`src/rtl/seq_alu_pkg.sv`:
```
// Shared types for the sequential ALU: operation encodings, FSM states,
// iterative-unit mode select and a decode helper for multi-cycle operations.
package seq_alu_pkg;

    typedef enum logic [3:0] {
        ALU_ADD  = 4'd0,
        ALU_SUB  = 4'd1,
        ALU_AND  = 4'd2,
        ALU_OR   = 4'd3,
        ALU_XOR  = 4'd4,
        ALU_SLT  = 4'd5,
        ALU_SLTU = 4'd6,
        ALU_SLL  = 4'd7,
        ALU_SRL  = 4'd8,
        ALU_SRA  = 4'd9,
        ALU_MUL  = 4'd10,
        ALU_DIV  = 4'd11,
        ALU_DIVU = 4'd12,
        ALU_REM  = 4'd13,
        ALU_REMU = 4'd14
    } alu_ctrl;

    typedef enum logic [1:0] {
        IDLE,
        BUSY,
        DONE
    } alu_state;

    typedef enum logic {
        ITER_MUL,
        ITER_DIV
    } iter_mode;

    // Operations that go through the shift-add / restoring-divide unit.
    function automatic logic is_iterative(input alu_ctrl op);
        case (op)
            ALU_MUL, ALU_DIV, ALU_DIVU, ALU_REM, ALU_REMU: return 1'b1;
            default:                                       return 1'b0;
        endcase
    endfunction

endpackage

```
`src/rtl/seq_alu_if.sv`:
```
// Request/response bundle between operand fetch, the sequential ALU and
// writeback. The master side issues requests and consumes results.
interface seq_alu_if #(
    parameter int WIDTH = 32
) ();
    import seq_alu_pkg::*;

    logic             flush;
    logic             in_valid;
    logic             in_ready;
    alu_ctrl          op;
    logic [WIDTH-1:0] op1;
    logic [WIDTH-1:0] op2;
    logic             out_valid;
    logic             out_ready;
    logic [WIDTH-1:0] result;
    logic             eq;
    logic             busy;

    modport master (
        output flush, in_valid, op, op1, op2, out_ready,
        input  in_ready, out_valid, result, eq, busy
    );

    modport slave (
        input  flush, in_valid, op, op1, op2, out_ready,
        output in_ready, out_valid, result, eq, busy
    );

endinterface

```
`src/rtl/seq_alu_iter_unit.sv`:
```
// Iterative multiply/divide engine. One WIDTH-bit accumulator doubles as the
// product accumulator (multiply) and the partial remainder (divide); the q
// register holds the multiplier or the dividend-turning-quotient. The first
// step is folded into the start cycle so the last of WIDTH steps lands one
// cycle before the done pulse is seen by the controller.
module seq_alu_iter_unit
    import seq_alu_pkg::*;
#(
    parameter int WIDTH = 32
) (
    input  logic             clk,
    input  logic             rst_n,
    input  logic             abort,
    input  logic             start,
    input  iter_mode         mode,
    input  logic [WIDTH-1:0] a,
    input  logic [WIDTH-1:0] b,
    output logic             done,
    output logic [WIDTH-1:0] quotient,
    output logic [WIDTH-1:0] remainder,
    output logic [WIDTH-1:0] product
);
    localparam int CW = $clog2(WIDTH) + 1;

    logic [WIDTH-1:0] acc;
    logic [WIDTH-1:0] q;
    logic [WIDTH-1:0] d;
    iter_mode         mode_r;
    logic [CW-1:0]    cnt;
    logic             running;

    logic [WIDTH-1:0] src_acc;
    logic [WIDTH-1:0] src_q;
    logic [WIDTH-1:0] src_d;
    iter_mode         src_mode;
    logic [WIDTH:0]   trial;
    logic [WIDTH:0]   diff;
    logic [WIDTH-1:0] nxt_acc;
    logic [WIDTH-1:0] nxt_q;
    logic [WIDTH-1:0] nxt_d;

    // One shift-add or restoring-divide step, taken from fresh operands on start.
    always_comb begin
        src_acc  = start ? '0 : acc;
        src_q    = start ? a : q;
        src_d    = start ? b : d;
        src_mode = start ? mode : mode_r;
        trial    = {src_acc, src_q[WIDTH-1]};
        diff     = trial - {1'b0, src_d};
        nxt_acc  = src_acc;
        nxt_q    = src_q;
        nxt_d    = src_d;
        if (src_mode == ITER_MUL) begin
            nxt_acc = src_acc + (src_q[0] ? src_d : '0);
            nxt_q   = src_q >> 1;
            nxt_d   = src_d << 1;
        end else if (!diff[WIDTH]) begin
            nxt_acc = diff[WIDTH-1:0];
            nxt_q   = {src_q[WIDTH-2:0], 1'b1};
        end else begin
            nxt_acc = trial[WIDTH-1:0];
            nxt_q   = {src_q[WIDTH-2:0], 1'b0};
        end
    end

    // Step registers and iteration count; done pulses once after the final step.
    always_ff @(posedge clk or negedge rst_n) begin
        if (!rst_n) begin
            acc     <= '0;
            q       <= '0;
            d       <= '0;
            mode_r  <= ITER_MUL;
            cnt     <= '0;
            running <= 1'b0;
            done    <= 1'b0;
        end else if (abort) begin
            running <= 1'b0;
            done    <= 1'b0;
        end else begin
            done <= 1'b0;
            if (start || running) begin
                acc    <= nxt_acc;
                q      <= nxt_q;
                d      <= nxt_d;
                mode_r <= src_mode;
                cnt    <= start ? CW'(1) : cnt + CW'(1);
                if (!start && cnt == CW'(WIDTH - 1)) begin
                    running <= 1'b0;
                    done    <= 1'b1;
                end else begin
                    running <= 1'b1;
                end
            end
        end
    end

    assign quotient  = q;
    assign remainder = acc;
    assign product   = acc;

endmodule

```
`src/rtl/seq_alu.sv`:
```
// Multi-cycle execute-stage ALU. Single-cycle ops and divide corner cases
// complete straight from IDLE; multiply/divide/remainder run on magnitudes in
// the iterative unit and get their sign restored here. Results are held in
// DONE until the consumer takes them.
module seq_alu
    import seq_alu_pkg::*;
#(
    parameter int WIDTH = 32
) (
    input  logic     clk,
    input  logic     rst_n,
    seq_alu_if.slave bus
);
    localparam int SHW = $clog2(WIDTH);
    localparam logic [WIDTH-1:0] SMIN = {1'b1, {(WIDTH-1){1'b0}}};

    alu_state         state;
    alu_state         next_state;
    logic             in_ready_c;
    logic             accept;
    logic             iter_start;

    logic             is_div;
    logic             signed_div;
    logic             op1_neg;
    logic             op2_neg;
    logic [WIDTH-1:0] mag1;
    logic [WIDTH-1:0] mag2;
    logic             div_zero;
    logic             div_ovf;
    logic             special;
    logic [WIDTH-1:0] special_res;
    logic [WIDTH-1:0] alu_res;
    logic [WIDTH-1:0] imm_res;
    logic [SHW-1:0]   shamt;
    iter_mode         unit_mode;

    alu_ctrl          op_r;
    logic             neg_q_r;
    logic             neg_r_r;
    logic [WIDTH-1:0] post_res;

    logic             iter_done;
    logic [WIDTH-1:0] quotient;
    logic [WIDTH-1:0] remainder;
    logic [WIDTH-1:0] product;

    logic             out_valid_r;
    logic             busy_r;
    logic             eq_r;
    logic [WIDTH-1:0] result_r;

    // Readiness depends only on state and flush, never on in_valid.
    always_comb begin
        in_ready_c = (state == IDLE) && !bus.flush;
        accept     = bus.in_valid && in_ready_c;
    end

    // Decode the incoming request: single-cycle result, divide corner cases, magnitudes.
    always_comb begin
        shamt      = bus.op2[SHW-1:0];
        is_div     = (bus.op == ALU_DIV) || (bus.op == ALU_DIVU) ||
                     (bus.op == ALU_REM) || (bus.op == ALU_REMU);
        signed_div = (bus.op == ALU_DIV) || (bus.op == ALU_REM);
        op1_neg    = signed_div && bus.op1[WIDTH-1];
        op2_neg    = signed_div && bus.op2[WIDTH-1];
        mag1       = op1_neg ? -bus.op1 : bus.op1;
        mag2       = op2_neg ? -bus.op2 : bus.op2;
        div_zero   = is_div && (bus.op2 == '0);
        div_ovf    = signed_div && (bus.op1 == SMIN) && (bus.op2 == '1);
        special    = div_zero || div_ovf;
        unit_mode  = (bus.op == ALU_MUL) ? ITER_MUL : ITER_DIV;

        special_res = '0;
        if (div_zero) begin
            special_res = ((bus.op == ALU_DIV) || (bus.op == ALU_DIVU)) ? '1 : bus.op1;
        end else if (div_ovf) begin
            special_res = (bus.op == ALU_DIV) ? bus.op1 : '0;
        end

        alu_res = '0;
        case (bus.op)
            ALU_ADD:  alu_res = bus.op1 + bus.op2;
            ALU_SUB:  alu_res = bus.op1 - bus.op2;
            ALU_AND:  alu_res = bus.op1 & bus.op2;
            ALU_OR:   alu_res = bus.op1 | bus.op2;
            ALU_XOR:  alu_res = bus.op1 ^ bus.op2;
            ALU_SLT:  alu_res = {{(WIDTH-1){1'b0}}, ($signed(bus.op1) < $signed(bus.op2))};
            ALU_SLTU: alu_res = {{(WIDTH-1){1'b0}}, (bus.op1 < bus.op2)};
            ALU_SLL:  alu_res = bus.op1 << shamt;
            ALU_SRL:  alu_res = bus.op1 >> shamt;
            ALU_SRA:  alu_res = $signed(bus.op1) >>> shamt;
            default:  alu_res = '0;
        endcase

        imm_res = special ? special_res : alu_res;
    end

    // Restore signs on the raw unit outputs for the captured operation.
    always_comb begin
        post_res = '0;
        case (op_r)
            ALU_MUL:  post_res = product;
            ALU_DIV:  post_res = neg_q_r ? -quotient : quotient;
            ALU_DIVU: post_res = quotient;
            ALU_REM:  post_res = neg_r_r ? -remainder : remainder;
            ALU_REMU: post_res = remainder;
            default:  post_res = '0;
        endcase
    end

    // Next-state logic; flush overrides every transition.
    always_comb begin
        next_state = state;
        iter_start = 1'b0;
        case (state)
            IDLE: begin
                if (accept) begin
                    if (is_iterative(bus.op) && !special) begin
                        next_state = BUSY;
                        iter_start = 1'b1;
                    end else begin
                        next_state = DONE;
                    end
                end
            end
            BUSY: begin
                if (iter_done) begin
                    next_state = DONE;
                end
            end
            DONE: begin
                if (bus.out_ready) begin
                    next_state = IDLE;
                end
            end
            default: next_state = IDLE;
        endcase
        if (bus.flush) begin
            next_state = IDLE;
        end
    end

    // State register.
    always_ff @(posedge clk or negedge rst_n) begin
        if (!rst_n) begin
            state <= IDLE;
        end else begin
            state <= next_state;
        end
    end

    // Remember what the iterative unit is computing and how to fix its sign.
    always_ff @(posedge clk or negedge rst_n) begin
        if (!rst_n) begin
            op_r    <= ALU_ADD;
            neg_q_r <= 1'b0;
            neg_r_r <= 1'b0;
        end else if (iter_start) begin
            op_r    <= bus.op;
            neg_q_r <= op1_neg ^ op2_neg;
            neg_r_r <= op1_neg;
        end
    end

    // Registered outputs; result and eq only change on accept or iteration end.
    always_ff @(posedge clk or negedge rst_n) begin
        if (!rst_n) begin
            out_valid_r <= 1'b0;
            busy_r      <= 1'b0;
            eq_r        <= 1'b0;
            result_r    <= '0;
        end else begin
            out_valid_r <= (next_state == DONE);
            busy_r      <= (next_state == BUSY);
            if (accept) begin
                eq_r <= (bus.op1 == bus.op2);
                if (!iter_start) begin
                    result_r <= imm_res;
                end
            end else if ((state == BUSY) && iter_done && !bus.flush) begin
                result_r <= post_res;
            end
        end
    end

    seq_alu_iter_unit #(
        .WIDTH (WIDTH)
    ) u_iter (
        .clk       (clk),
        .rst_n     (rst_n),
        .abort     (bus.flush),
        .start     (iter_start),
        .mode      (unit_mode),
        .a         (mag1),
        .b         (mag2),
        .done      (iter_done),
        .quotient  (quotient),
        .remainder (remainder),
        .product   (product)
    );

    assign bus.in_ready  = in_ready_c;
    assign bus.out_valid = out_valid_r;
    assign bus.busy      = busy_r;
    assign bus.eq        = eq_r;
    assign bus.result    = result_r;

endmodule

```
`src/flat_wrapper.sv`:
```
// flat-port wrapper written by rule: the top's interface ports become plain ports
module seq_alu_flat import seq_alu_pkg::*;
#(
    parameter int WIDTH = 32
)
  (clk, rst_n, bus_flush, bus_in_valid, bus_op, bus_op1, bus_op2, bus_out_ready, bus_in_ready, bus_out_valid, bus_result, bus_eq, bus_busy);
  seq_alu_if #(.WIDTH(WIDTH)) bus_i ();
  input  logic clk;
  input  logic rst_n;
  input wire logic [$bits(bus_i.flush)-1:0] bus_flush;
  input wire logic [$bits(bus_i.in_valid)-1:0] bus_in_valid;
  input wire logic [$bits(bus_i.op)-1:0] bus_op;
  input wire logic [$bits(bus_i.op1)-1:0] bus_op1;
  input wire logic [$bits(bus_i.op2)-1:0] bus_op2;
  input wire logic [$bits(bus_i.out_ready)-1:0] bus_out_ready;
  output wire logic [$bits(bus_i.in_ready)-1:0] bus_in_ready;
  output wire logic [$bits(bus_i.out_valid)-1:0] bus_out_valid;
  output wire logic [$bits(bus_i.result)-1:0] bus_result;
  output wire logic [$bits(bus_i.eq)-1:0] bus_eq;
  output wire logic [$bits(bus_i.busy)-1:0] bus_busy;
  assign bus_i.flush = bus_flush;
  assign bus_i.in_valid = bus_in_valid;
  assign bus_i.op = bus_op;
  assign bus_i.op1 = bus_op1;
  assign bus_i.op2 = bus_op2;
  assign bus_i.out_ready = bus_out_ready;
  assign bus_in_ready = bus_i.in_ready;
  assign bus_out_valid = bus_i.out_valid;
  assign bus_result = bus_i.result;
  assign bus_eq = bus_i.eq;
  assign bus_busy = bus_i.busy;
  seq_alu #(.WIDTH(WIDTH)) u_core (.clk(clk), .rst_n(rst_n), .bus(bus_i));
endmodule
```
`config.mk`:
```
export PLATFORM = sky130hd
export DESIGN_NAME = seq_alu_flat
export DESIGN_NICKNAME = d
export VERILOG_FILES = /design/src/rtl/seq_alu_pkg.sv /design/src/rtl/seq_alu_if.sv /design/src/rtl/seq_alu_iter_unit.sv /design/src/rtl/seq_alu.sv /design/src/flat_wrapper.sv
export SDC_FILE = /design/constraint.sdc
export NUM_CORES = 1
export LEC_CHECK = 0
export ABC_AREA = 1
export BUFFER_PORTS_ARGS = -buffer_cell sky130_fd_sc_hd__buf_4
export CAP_MARGIN = 20
export CORE_UTILIZATION = 45
export DETAILED_ROUTE_END_ITERATION = 8
export HOLD_SLACK_MARGIN = 0.05
export MAX_ROUTING_LAYER = met4
export SYNTH_ARGS = -nofsm -noshare
export SYNTH_HDL_FRONTEND = slang
export SYNTH_SLANG_ARGS = --single-unit
```
`constraint.sdc`:
```
create_clock -name clk -period 11.69 [get_ports clk]
set_clock_uncertainty 0.05 [all_clocks]
set_input_delay 2.9225 -clock clk [delete_from_list [all_inputs] [get_ports clk]]
set_output_delay 2.9225 -clock clk [all_outputs]
set_load 0.02 [all_outputs]
```
==> out/metrics.yaml <==
status: "complete, but fails checks"
violations: "DRC"
clockRootBuffer: "clkbuf_16"
ioPinCount: 109
dieArea_mm2: 0.0547
syn_area_per_cell_um2: 5.71
setup_tns_ps: 0
min_path_cells: 2
seq_area_frac_synth: 0.153
hold_path_class: "reg2reg"
start_util: 0.458
synthTopCellsByArea: "nand2_1 17%, dfrtp_1 15%, o21ai_0 9.0%, inv_1 8.0%, a21oi_1 7.7%"
grt_pass1_wl_mm: 182
placed_cell_area_mm2: 0.0255
cp_common_cell: "nand2_1"
io_buffers: 108
dr.pass1.iters: 8
cp_max_fo: 68
cts_hold_buf: 0
peakVddDrop_mv: 0.177
grt_pass1_vias: 27200
cap_violations: 0
rsz0062_at_grt: "no"
route.detailed.vias_per_inst: 6.24
critPathSlowestCell: "buf_4"
hp-start: "u_core.u_iter.d[25]"
critPathKind: "in2reg"
row_count: 84
synth_ff_type: "dfrtp_1"
p_per_area_mw_per_mm2: 210
p_comb_frac: 0.706
crit_family: "buffers and inverters"
finalHoldViolations: 0
area_delta_synth_final_pct: 7.68
crit_buf_inv: 6
regArea_mm2: 0.00370
post-route-util: 0.493
ys_async_sr_fraction: 1.00
r2r_cells: 23
seq_power_share: 0.186
final_area_mm2: 0.0261
die_h_um: 234
cts.sink_count: 148
drive_above_1_share: 0.0757
yosysTopAreaCell: "nand2_1"
slowest_delay_ps: 700
synthesis.area_mm2: 0.0242
slew_headroom: 0.244
post_cts_buffers: 0
period_needed_ps: 8520
startpoint_type: "input port"
arrival_ps: 8900
ys_types: 64
synth_nets: 4464
place_inst: 4892
drtIter0Drc: 4207
p_leak_nw: 12.7
rrSetupSlack_ps: 5950
swShare: 0.602
die_x_um: 234
via_count: 30700
final_cells: 4928
clkPwrFrac: 0.108
multiInputGateArea_mm2: 0.0177
fillers: 5769
setup_viol: 0
ant_nets: 0
grt_max_degree: 84
fmax_mhz: 117
drt_wl_total_mm: 126
avgRoutedWirePerCell_um: 25.6
cts.clk_slew.worst_paths_ps: 70
yosys_register_bits: 148
htreeDepth: 4
yosysWarnings: 0
worstReg2RegStart: "u_core.state[0]"
cts_buffer_depth: 2
nets: 4450
final_cell_mix: "1,075 x nand2_1, 512 x inv_1, 437 x nor2_1, 432 x o21ai_0, 372 x a21oi_1"
end_kind: "flip-flop"
dpl.hpwl_mm: 99.6
holdPathEnd: "u_core.u_iter.d[25]"
core_mm2: 0.0529
clk_latency_ps: 490
slew_viol_final: 0
worstReg2RegEnd: "u_core.u_iter.product[21]"
tightest_slew_ps: 1120
cts_made_buffers: 17
cts_tree: "yes"
p_sw_mw: 3.29
antenna_found_initial: 3
drcViolationCount: 5
total_power_mw: 5.46
grtUsageTotal: 0.469
synth_edf_count: 0
grt_overflow: 0
p_int_mw: 2.18
synth_cells: 4240
layout_commonest_cell: "nand2_1"
ctsResizeCount: 0
gp_congestion: 1.10
min_period_over_period: 0.729
synth_top_area_frac: 0.167
critPathRequiredTime_ps: 12070
[state kept, by name (all words and copies together), names as in the netlist]
name,flops
u_core.bus.busy,1
u_core.u_iter.mode_r,1
u_core.u_iter.done,1
u_core.bus.result,32
u_core.neg_q_r,1
u_core.u_iter.d,32
u_core.neg_r_r,1
u_core.bus.eq,1
u_core.state,2
u_core.u_iter.product,32
u_core.u_iter.cnt,6
u_core.u_iter.quotient,32
u_core.bus.out_valid,1
u_core.u_iter.running,1
u_core.op_r,4
[power groups by stage]
stage | logic [mW] | registers (mW) | clock network (mW)
finish | 3.86 | 1.02 | 0.590
global route | 4.20 | 1.02 | 0.613
CTS | 3.73 | 0.990 | 0.592
detailed placement | 3.70 | 0.999 | 0
global placement | 3.73 | 0.999 | 0
floorplan | 2.54 | 0.923 | 0
[kinds of logic (layout without fill, tap and decap cells)]
group	Yosys count	after routing	synth area share
multiplexers	16	16	0.00662
XOR/XNOR	96	96	0.0347
AO/OA/AOI/OAI	1123	1123	0.267
AND/OR/NAND/NOR	1967	1967	0.341
buffers and inverters	739	738	0.118
other	0	1	0
flip-flops	148	148	0.153
adder cells (fa/ha/maj)	151	151	0.0790
[tightest hold or removal path, delay by kind of cell (launching register included)]
kind,cells,cell delay [ps]
and+or+nand+nor,1,50
DFF,1,340
AOI/OAI and AO/OA,1,60
[how the worst max path moves through the flow]
| stage | from | endpoint | slack [ps] | depth (start not counted) |
|---|---|---|---|---|
| 2_1_floorplan | bus_op2[1] | u_core.u_iter.product[31] | 3850 | 34 |
| 3_3_place_gp | bus_op2[1] | u_core.u_iter.product[31] | 2810 | 29 |
| 3_5_place_dp | bus_op2[1] | u_core.u_iter.product[31] | 2740 | 29 |
| 4_1_cts | bus_op2[1] | u_core.u_iter.product[31] | 3220 | 29 |
| 5_1_grt | bus_op2[1] | u_core.u_iter.product[31] | 2670 | 30 |
| 6_report | bus_op2[1] | u_core.u_iter.product[21] | 3170 | 29 |
[stage by stage]
step                      hold WS (ps)  setup slack, ps
after floorplan                    404             3850
after CTS                          440             3220
final                              441             3170
after detailed placement           421             2740
after global routing               456             2670
after global placement             417             2810
[layout make-up]
cell class              count  share of cell area
diodes                      1           0.0000960
clock buffers              19              0.0174
multi-input cells        3353               0.678
clock inverters            13             0.00528
inverters                 552              0.0795
repair buffers            154              0.0442
flip-flops and latches    148               0.142
well taps                 688              0.0330
[cells in the mapped netlist, types with 15 or more instances]
| cell | n |
|---|---|
| a21oi_1 | 373 |
| a31oi_1 | 48 |
| buf_1 | 17 |
| clkbuf_1 | 148 |
| dfrtp_1 | 148 |
| ha_1 | 148 |
| inv_1 | 514 |
| inv_2 | 29 |
| mux2i_1 | 16 |
| nand2_1 | 1076 |
| nand2_2 | 31 |
| nand3_1 | 221 |
| nand4_1 | 50 |
| nor2_1 | 441 |
| nor3_1 | 66 |
| nor4_1 | 16 |
| o2111ai_1 | 15 |
| o211ai_1 | 40 |
| o21a_1 | 17 |
| o21ai_0 | 433 |
| o221ai_1 | 59 |
| o22ai_1 | 28 |
| or2_2 | 25 |
| xor2_1 | 93 |
[layer usage]
layer	routed length (µm)	GRT usage
met1	53500	0.649
met2	49800	0.633
met3	16600	0.116
met4	6090	0.211
met5	0	-
(Power assumes the default switching activity.)
